===== config.mk =====
export PLATFORM = sky130hd
export DESIGN_NAME = phy_tx_stim_gen
export DESIGN_NICKNAME = d
export VERILOG_FILES = /design/src/rtl/phy_tx_stim_gen.sv
export SDC_FILE = /design/constraint.sdc
export NUM_CORES = 1
export LEC_CHECK = 0
export BUFFER_PORTS_ARGS = -buffer_cell sky130_fd_sc_hd__buf_2
export CAP_MARGIN = 20
export CORE_MARGIN = 2
export CORE_UTILIZATION = 59
export DETAILED_ROUTE_END_ITERATION = 8
export PLACE_DENSITY = 0.78
export SLEW_MARGIN = 30
export SYNTH_ARGS = -nofsm -noshare
export SYNTH_HDL_FRONTEND = slang
export SYNTH_SLANG_ARGS = --single-unit

===== constraint.sdc =====
create_clock -name clk_8f -period 3.5 [get_ports clk_8f]
set_input_delay 0.175 -clock clk_8f [delete_from_list [all_inputs] [get_ports clk_8f]]
set_output_delay 0.175 -clock clk_8f [all_outputs]
set_load 0.01 [all_outputs]

===== src/rtl/phy_tx_stim_gen.sv =====
`default_nettype none
// phy_tx_stim_gen: N-lane burst traffic generator on a clk/4 tick plus a serial lane comparator.
// Rev 1.0 - initial release
module phy_tx_stim_gen #(
  parameter int LANES = 2,
  parameter int WIDTH = 8,
  parameter int CFG_W = 4,
  parameter int ERR_W = 16
) (
  input  logic                   clk_8f,
  input  logic                   reset,
  input  logic                   enable,
  input  logic [CFG_W-1:0]       burst_len,
  input  logic [CFG_W-1:0]       gap_len,
  input  logic [CFG_W-1:0]       lane_skew,
  input  logic [1:0]             mode,
  input  logic [WIDTH-1:0]       pattern,
  input  logic                   cmp_en,
  input  logic [LANES-1:0]       ser_a,
  input  logic [LANES-1:0]       ser_b,
  output logic                   tick_2f,
  output logic [LANES-1:0]       validout,
  output logic [LANES*WIDTH-1:0] data_out,
  output logic                   busy,
  output logic [ERR_W-1:0]       err_count,
  output logic [LANES-1:0]       err_lane
);

  localparam int DW = CFG_W + $clog2(LANES);
  localparam int PW = $clog2(LANES + 1);
  localparam int SW = ERR_W + PW;

  typedef enum logic [1:0] {S_IDLE, S_WAIT, S_BURST, S_GAP} lane_state_e;

  logic [1:0]       div_q;
  logic [CFG_W-1:0] blen_q, gap_q, skew_q;
  logic [1:0]       mode_q;
  logic [WIDTH-1:0] pat_q;
  logic [ERR_W-1:0] err_q;
  logic [LANES-1:0] errl_q;
  logic [LANES-1:0] idle_w;
  logic             capture_w;

  assign tick_2f   = (div_q == 2'd3);
  assign busy      = ~(&idle_w);
  assign capture_w = tick_2f & enable & (&idle_w);

  // On the capture tick the lanes already act on the live inputs.
  logic [CFG_W-1:0] blen_w, gap_w, skew_w, blen_m1_w, gap_m1_w;
  logic [1:0]       mode_w;
  logic [WIDTH-1:0] pat_w;
  assign blen_w    = capture_w ? burst_len : blen_q;
  assign gap_w     = capture_w ? gap_len   : gap_q;
  assign skew_w    = capture_w ? lane_skew : skew_q;
  assign mode_w    = capture_w ? mode      : mode_q;
  assign pat_w     = capture_w ? pattern   : pat_q;
  assign blen_m1_w = (blen_w == '0) ? '0 : blen_w - 1'b1;
  assign gap_m1_w  = gap_w - 1'b1;

  function automatic logic [WIDTH-1:0] first_word(input logic [1:0] m, input logic [WIDTH-1:0] p);
    case (m)
      2'b01, 2'b11: first_word = p;
      default:      first_word = WIDTH'(1);
    endcase
  endfunction

  function automatic logic [WIDTH-1:0] next_word(input logic [1:0] m, input logic [WIDTH-1:0] d);
    case (m)
      2'b00:   next_word = d + 1'b1;
      2'b10:   next_word = (d << 1) | (d >> (WIDTH - 1));
      2'b11:   next_word = ~d;
      default: next_word = d;
    endcase
  endfunction

  always_ff @(posedge clk_8f or posedge reset) begin
    if (reset) begin
      div_q  <= '0;
      blen_q <= '0;
      gap_q  <= '0;
      skew_q <= '0;
      mode_q <= '0;
      pat_q  <= '0;
    end else begin
      div_q <= div_q + 1'b1;
      if (capture_w) begin
        blen_q <= burst_len;
        gap_q  <= gap_len;
        skew_q <= lane_skew;
        mode_q <= mode;
        pat_q  <= pattern;
      end
    end
  end

  for (genvar i = 0; i < LANES; i++) begin : g_lane
    lane_state_e      state_q, state_d;
    logic [DW-1:0]    cnt_q, cnt_d, delay_w;
    logic [WIDTH-1:0] data_q, data_d;
    logic             valid_q, valid_d;

    assign delay_w = DW'(i) * DW'(skew_w);

    always_ff @(posedge clk_8f or posedge reset) begin
      if (reset) begin
        state_q <= S_IDLE;
        cnt_q   <= '0;
        data_q  <= '0;
        valid_q <= 1'b0;
      end else begin
        state_q <= state_d;
        cnt_q   <= cnt_d;
        data_q  <= data_d;
        valid_q <= valid_d;
      end
    end

    always_comb begin
      state_d = state_q;
      cnt_d   = cnt_q;
      data_d  = data_q;
      valid_d = valid_q;
      if (!enable) begin
        state_d = S_IDLE;
        valid_d = 1'b0;
      end else if (tick_2f) begin
        case (state_q)
          S_IDLE: begin
            if (capture_w) begin
              if (delay_w == '0) begin
                state_d = S_BURST;
                valid_d = 1'b1;
                data_d  = first_word(mode_w, pat_w);
                cnt_d   = DW'(blen_m1_w);
              end else begin
                state_d = S_WAIT;
                cnt_d   = delay_w;
              end
            end
          end
          S_WAIT: begin
            if (cnt_q == DW'(1)) begin
              state_d = S_BURST;
              valid_d = 1'b1;
              data_d  = first_word(mode_w, pat_w);
              cnt_d   = DW'(blen_m1_w);
            end else begin
              cnt_d = cnt_q - 1'b1;
            end
          end
          S_BURST: begin
            if (cnt_q != '0) begin
              cnt_d  = cnt_q - 1'b1;
              data_d = next_word(mode_w, data_q);
            end else if (gap_w == '0) begin
              cnt_d  = DW'(blen_m1_w);
              data_d = next_word(mode_w, data_q);
            end else begin
              state_d = S_GAP;
              valid_d = 1'b0;
              cnt_d   = DW'(gap_m1_w);
            end
          end
          S_GAP: begin
            if (cnt_q == '0) begin
              state_d = S_BURST;
              valid_d = 1'b1;
              data_d  = next_word(mode_w, data_q);
              cnt_d   = DW'(blen_m1_w);
            end else begin
              cnt_d = cnt_q - 1'b1;
            end
          end
          default: state_d = S_IDLE;
        endcase
      end
    end

    assign validout[i]                  = valid_q;
    assign data_out[i*WIDTH +: WIDTH]   = data_q;
    assign idle_w[i]                    = (state_q == S_IDLE);
  end

  logic [LANES-1:0] diff_w;
  logic [PW-1:0]    mcnt_w;
  logic [SW-1:0]    sum_w;
  assign diff_w = ser_a ^ ser_b;
  assign sum_w  = SW'(err_q) + SW'(mcnt_w);

  always_comb begin
    mcnt_w = '0;
    for (int k = 0; k < LANES; k++) mcnt_w = mcnt_w + PW'(diff_w[k]);
  end

  always_ff @(posedge clk_8f or posedge reset) begin
    if (reset) begin
      err_q  <= '0;
      errl_q <= '0;
    end else if (cmp_en && enable) begin
      err_q  <= (|sum_w[SW-1:ERR_W]) ? {ERR_W{1'b1}} : sum_w[ERR_W-1:0];
      errl_q <= errl_q | diff_w;
    end
  end

  assign err_count = err_q;
  assign err_lane  = errl_q;

endmodule
`default_nettype wire


**Word-level counts from Yosys, hierarchy flattened**

Index checks and enable logic that the tools add are counted.

- Eq/ne operators: 33
- Reductions and logical operators: 21
- Bitwise operators: 9
- Muxes and demuxes: 67
- Add/sub/neg operators: 9

Operator list:

| cell | count |
|---|---|
| $mux W8 | 13 |
| $pmux W8 S4 | 2 |
| $pmux W8 S3 | 2 |
| $mux W5 | 8 |
| $pmux W5 S4 | 2 |
| $mux W2 | 15 |
| $ne A3 B3 Y1 const B | 10 |
| $mux W4 | 6 |
| $reduce_and A6 Y1 | 3 |
| $add A16 B2 Y17 | 1 |
| $add A8 B1 Y8 const B | 2 |
| $mux W16 | 1 |
| $not A8 Y8 | 2 |
| $or A8 B1 Y8 | 2 |
| $pmux W2 S4 | 2 |
| $logic_not A5 Y1 | 3 |
| $eq A2 B2 Y1 const B | 7 |
| $mux W1 | 14 |
| $reduce_and A7 Y1 | 2 |
| $eq A5 B1 Y1 const B | 2 |
| $reduce_bool A5 Y1 | 2 |
| $sub A5 B1 Y5 const B | 2 |
| $ne A3 B2 Y1 const B | 3 |
| $logic_not A4 Y1 | 2 |
| other kinds (16) | 31 |

- Register bits: 74

**Logic depth before layout (Yosys ltp)**

- Depth in word-level cells: 10
- Gate-level depth with buffers: 13
- Mapped depth without buffers: 10

**Least setup slack after synthesis**

OpenSTA, ideal clock, no wires.

- Path kind: register to register
- Start: register div_q[0]
- End: register g_lane[1].cnt_q[0]
- Stages on the path, launching flop included: 13
- Arrival: 3.132 ns
- Slack: 0.221 ns
- Path buffers: 2
- Period minus slack after synthesis: 3.279 ns
- Cell sequence: dfrtp_1 -> ha_1 -> and4bb_4 -> nand2_4 -> buf_2 -> buf_1 -> mux2i_1 -> ha_1 -> nand4_2 -> nand3b_2 -> mux2_2 -> a221oi_2 -> o31ai_1

- Longest elaborated chain between the ends: 9

RTL lines:

| what | RTL line | RTL |
|---|---|---|
| start, declared | 35 | `logic [1:0] div_q;` |
| start signal, assigned | 85 | `div_q <= div_q + 1'b1;` |
| $eq A2 B2 Y1 (*) | 44 | `assign tick_2f = (div_q == 2'd3);` |
| named net tick_2f | 21 | `output logic tick_2f,` |
| $and A1 B1 Y1 (2 in series) | 46 | `assign capture_w = tick_2f & enable & (&idle_w);` |
| $mux W4 | -- |  |
| $sub A4 B1 Y4 or $logic_not A4 Y1 (tied branches) | 57 | `assign blen_m1_w = (blen_w == '0) ? '0 : blen_w - 1'b1;` |
| $mux W4 | 57 |  |
| $mux W4, on equally long branches | 155, 130 |  |
| $mux W5, on equally long branches | 152, 129 |  |
| $pmux W5 S4 | 127 | `case (state_q)` |
| end signal, assigned | 112 | `cnt_q <= cnt_d;` |
| end, declared | 98 | `logic [DW-1:0] cnt_q, cnt_d, delay_w;` |

Mark *: on every way through the listed nets, which the timed path passes. The rest lies on a longest branch. The select of a mux whose other input is x is not followed.
A chain may end at the register's enable or synchronous reset.

**Worst setup path in the final report**

- Start: register g_lane[0].state_q[0]
- End: register g_lane[0].data_q[0]

- Longest elaborated chain between the ends: 9

RTL lines:

| what | RTL line | RTL |
|---|---|---|
| start, declared | 97 | `lane_state_e state_q, state_d;` |
| start signal, assigned | 111 | `state_q <= state_d;` |
| $logic_not A2 Y1 | 127, 181 |  |
| $reduce_and A2 Y1 | 46 |  |
| $and A1 B1 Y1 | 46 |  |
| $mux W2 | -- |  |
| $eq A2 B2 Y1, or another cell as far along | 61, 68 |  |
| $pmux W8 S3 or $reduce_or A2 Y1 (tied branches) | 68, 61 |  |
| $mux W8, on equally long branches | 155, 61 |  |
| $mux W8, on equally long branches | 152, 129, 142 |  |
| $pmux W8 S4 | 127 |  |
| end signal, assigned | 113 | `data_q <= data_d;` |
| end, declared | 99 | `logic [WIDTH-1:0] data_q, data_d;` |

Parallel ways exist; a longest one is shown, timed or not. The select of a mux whose other input is x is not followed.

==> flow_results.xml <==
<?xml version="1.0" encoding="UTF-8"?>
<metrics>
  <group name="route">
    <metric name="vias" unit="">4887</metric>
    <metric name="routed_wirelength" unit="um">13400</metric>
    <metric name="detailedRoute.firstPassIterationCount" unit="">7</metric>
    <metric name="drt_iter0_markers" unit="">398</metric>
    <metric name="antenna_left" unit="">0</metric>
    <metric name="avgViaCountPerCell" unit="">6.42</metric>
    <metric name="detail_route.wl_per_cell" unit="um">17.5</metric>
    <metric name="drcViolationCount" unit="">0</metric>
  </group>
  <group name="clocking">
    <metric name="htree_levels" unit="">3</metric>
    <metric name="cts_max_path_buffers" unit="">2</metric>
    <metric name="post_cts_repair_resize_count" unit="">0</metric>
    <metric name="tritoncts_clock_tree" unit="">built</metric>
    <metric name="later_pin_clock_latency_in_the_skew_report" unit="ps">370</metric>
    <metric name="cts_inserted_buffers" unit="">9</metric>
    <metric name="post_cts_clock_slew_at_the_launch_and_capture_registers_of_the_worst_setup_and_hold_paths" unit="ps">90</metric>
    <metric name="cts_root_buffer" unit="">clkbuf_8</metric>
    <metric name="tritoncts_num_sinks" unit="">74</metric>
  </group>
  <group name="setup_path">
    <metric name="r2r_slack" unit="ps">390</metric>
    <metric name="setup.worst_path.class" unit="">reg2reg</metric>
    <metric name="depth_of_the_worst_register_to_register_path" unit="">9</metric>
    <metric name="critPathCaptureType" unit="">flop</metric>
    <metric name="regToRegStartpoint" unit="">g_lane[0].state_q[0]</metric>
    <metric name="worst-path-max-fanout" unit="">14</metric>
    <metric name="worstSetupStartpointType" unit="">flop</metric>
    <metric name="cp_capture_point" unit="">g_lane[0].data_q[0]</metric>
    <metric name="cp.arrival" unit="ps">3340</metric>
    <metric name="startpoint" unit="">g_lane[0].state_q[0]</metric>
    <metric name="crit-reg2reg-capture" unit="">g_lane[0].data_q[0]</metric>
    <metric name="critical_path_required" unit="ps">3730</metric>
  </group>
  <group name="global_route">
    <metric name="largest_net_degree_at_the_start_of_global_routing" unit="">30</metric>
    <metric name="overflow" unit="">0</metric>
    <metric name="wire_length_of_the_first_global_routing_pass" unit="um">21900</metric>
    <metric name="gr_usage_total" unit="">0.279</metric>
    <metric name="grt_pass1_vias" unit="">4466</metric>
    <metric name="grt_antenna_before_repair" unit="">0</metric>
  </group>
  <group name="sta">
    <metric name="hold_viol" unit="">0</metric>
    <metric name="rsz0062_at_grt" unit="">no</metric>
    <metric name="max_slew_margin" unit="">0.496</metric>
    <metric name="final-max-slew-violation-count" unit="">0</metric>
    <metric name="setup_viol_count_final" unit="">0</metric>
    <metric name="period_needed" unit="ps">3110</metric>
    <metric name="setup_ws" unit="ps">386</metric>
    <metric name="timing.hold.ws" unit="ps">14.5</metric>
    <metric name="fin_tns_setup" unit="ps">0</metric>
    <metric name="finalClockSkew" unit="ps">16.8</metric>
    <metric name="period_share" unit="">0.890</metric>
    <metric name="achievable-frequency" unit="GHz">0.321</metric>
    <metric name="worstMarginPinSlew" unit="ps">751</metric>
  </group>
  <group name="synthesis">
    <metric name="postSynthAreaPerCell" unit="sq um">8.89</metric>
    <metric name="synth_fp_nets" unit="">630</metric>
    <metric name="synth_top_cell_by_area" unit="">dfrtp_1</metric>
    <metric name="yosys_warnings" unit="">0</metric>
    <metric name="yosys_most_used_dff" unit="">dfrtp_1</metric>
    <metric name="synth_largest_type_area_fraction" unit="">0.354</metric>
    <metric name="synth.area.top_cells" unit="">dfrtp_1, nand2_1, a21oi_1, ha_1, nand3_1</metric>
    <metric name="post_synth_num_cell_types" unit="">101</metric>
    <metric name="synth_edf_count" unit="">0</metric>
    <metric name="yosysSeqAreaShare" unit="">0.354</metric>
    <metric name="ys_ff_latch" unit="">74</metric>
    <metric name="netlist_area" unit="sq um">5240</metric>
    <metric name="post_synth_inst_count" unit="">589</metric>
    <metric name="postSynth.asyncResetShare" unit="">1.00</metric>
  </group>
  <group name="place">
    <metric name="place.detailed.instances" unit="">744</metric>
    <metric name="post-dp-hpwl" unit="um">9670</metric>
    <metric name="port_buf_inserts" unit="">67</metric>
    <metric name="globalplace.congestion" unit="">0.903</metric>
    <metric name="worst_setup_slack_post_dpl" unit="ps">441</metric>
    <metric name="placed_cell_area" unit="sq um">5570</metric>
  </group>
  <group name="cells_and_area">
    <metric name="number_of_filler_instances_in_the_final_layout" unit="">721</metric>
    <metric name="diodes" unit="">0</metric>
    <metric name="final_design_area_no_fill" unit="sq um">5790</metric>
    <metric name="final_nets" unit="">689</metric>
    <metric name="synthToLayoutAreaGrowth" unit="%">10.6</metric>
    <metric name="post_route_cells_drive_above_1_share" unit="">0.230</metric>
    <metric name="final_cells" unit="">761</metric>
  </group>
  <group name="job">
    <metric name="timing.max_cap.violations" unit="">0</metric>
  </group>
  <group name="die">
    <metric name="start_util" unit="">0.604</metric>
    <metric name="die_h" unit="um">98.2</metric>
    <metric name="io-pin-count" unit="">68</metric>
    <metric name="die_x" unit="um">98.2</metric>
    <metric name="core-area" unit="sq um">8680</metric>
    <metric name="floorplan_die_area" unit="sq um">9650</metric>
    <metric name="site_rows" unit="">34</metric>
  </group>
  <group name="hold_path">
    <metric name="holdPathStages" unit="">3</metric>
    <metric name="hold_path.class" unit="">in2reg</metric>
  </group>
  <group name="pwr">
    <metric name="cellPowerDensity" unit="nW/um^2">445</metric>
    <metric name="total_leakage_power" unit="nW">2.65</metric>
    <metric name="ir_worst_vdd" unit="V">0.000407</metric>
  </group>
  <group name="outcome">
    <metric name="run_status" unit="">completed</metric>
  </group>
</metrics>
## synth_stat cells, drive strengths merged (10+ instances only)
master / number
mux2i: 10
clkbuf: 12
a21oi: 35
nor3: 20
buf: 21
nand3: 27
and3: 11
nand2: 91
nor2: 33
ha: 10
mux2: 11
o31ai: 10
inv: 29
dfrtp: 74
o21ai: 32
## layout make-up
cell class | instances | area (sq um) | share of cell area
clock buffers | 10 | 138 | 0.0238
repair buffers | 81 | 443 | 0.0765
clock inverters | 6 | 72.6 | 0.0125
inverters | 30 | 113 | 0.0194
well taps | 108 | 135 | 0.0233
flip-flops and latches | 74 | 1850 | 0.320
multi-input cells | 452 | 3040 | 0.525
## layer usage
layer  up-vias  routed length, um  track usage
met1      2321               5850        0.384
met3        44               1030       0.0587
met2       248               6120        0.435
met5         -                  0            0
met4         0                346        0.111
li1       2274                  -            -
## timing repair
item | in CTS | in global routing
endpoints found under the hold margin | 23 | 0
hold buffers | 1 | 0
buffers inserted | 0 | 0
## worst max-delay path: stages (launching register included)
cell and delay, ps:
dfrtp_1 500, and4bb_4 530, nand2_4 160, mux2i_1 310
ha_1 300, nand4_2 220, a41oi_2 290, o21ai_2 150
a2111oi_0 430, a211oi_1 90
## power by group
| group | leakage, nW | total, mW | internal [mW] | switching, mW |
|---|---|---|---|---|
| clock | 0.103 | 0.707 | 0.356 | 0.351 |
| combinational | 1.63 | 0.735 | 0.315 | 0.420 |
| sequential | 0.914 | 1.14 | 0.970 | 0.165 |
| total | 2.65 | 2.58 | 1.64 | 0.937 |
## state kept, by name (all words and copies together), names as in the netlist
name	flops
g_lane.state_q	4
pat_q	8
blen_q	4
g_lane.cnt_q	10
g_lane.data_q	16
skew_q	4
err_count	16
mode_q	2
div_q	2
gap_q	4
err_lane	2
g_lane.valid_q	2
## cells in the final DEF, fill, tap and decap left out, types with 6 or more instances in the layout
| cell | instances |
|---|---|
| buf_2 | 67 |
| mux2i_1 | 10 |
| o21ai_1 | 7 |
| buf_4 | 13 |
| mux2_2 | 8 |
| o21ai_0 | 23 |
| nor3_1 | 20 |
| nand2_1 | 90 |
| a31oi_1 | 7 |
| xor2_1 | 7 |
| clkbuf_8 | 10 |
| nand2b_1 | 8 |
| xnor2_1 | 6 |
| a21oi_1 | 32 |
| nor2_1 | 31 |
| nand3_1 | 25 |
| and3_1 | 10 |
| dfrtp_1 | 74 |
| o31ai_1 | 8 |
| ha_1 | 10 |
| inv_1 | 26 |
| a211oi_1 | 7 |
## stage by stage
stage                     total power [mW]   util
after floorplan                       1.65      -
after global placement                1.84  0.642
after detailed placement              1.87  0.642
after CTS                             2.58  0.667
after global routing                  2.74  0.667
final                                 2.58  0.667
## worst min path at each step
stage                 start  slack [ps]                   to
2_1_floorplan  burst_len[0]         280            blen_q[0]
3_3_place_gp          reset         240  g_lane[0].data_q[7]
3_5_place_dp          reset         240  g_lane[0].data_q[7]
4_1_cts          pattern[4]           3             pat_q[4]
5_1_grt          pattern[4]          20             pat_q[4]
6_report         pattern[4]          10             pat_q[4]
## logic make-up (layout without fill, tap and decap cells)
group           after synthesis  after routing  synth area share
simple gates                240            240             0.244
compound gates              167            167             0.242
flops                        74             74             0.354
buf+inv                      63            127            0.0664
mux                          21             21            0.0442
xor+xnor                     13             13            0.0217
fa+ha+maj                    11             11            0.0277
(Power assumes the default switching activity.)
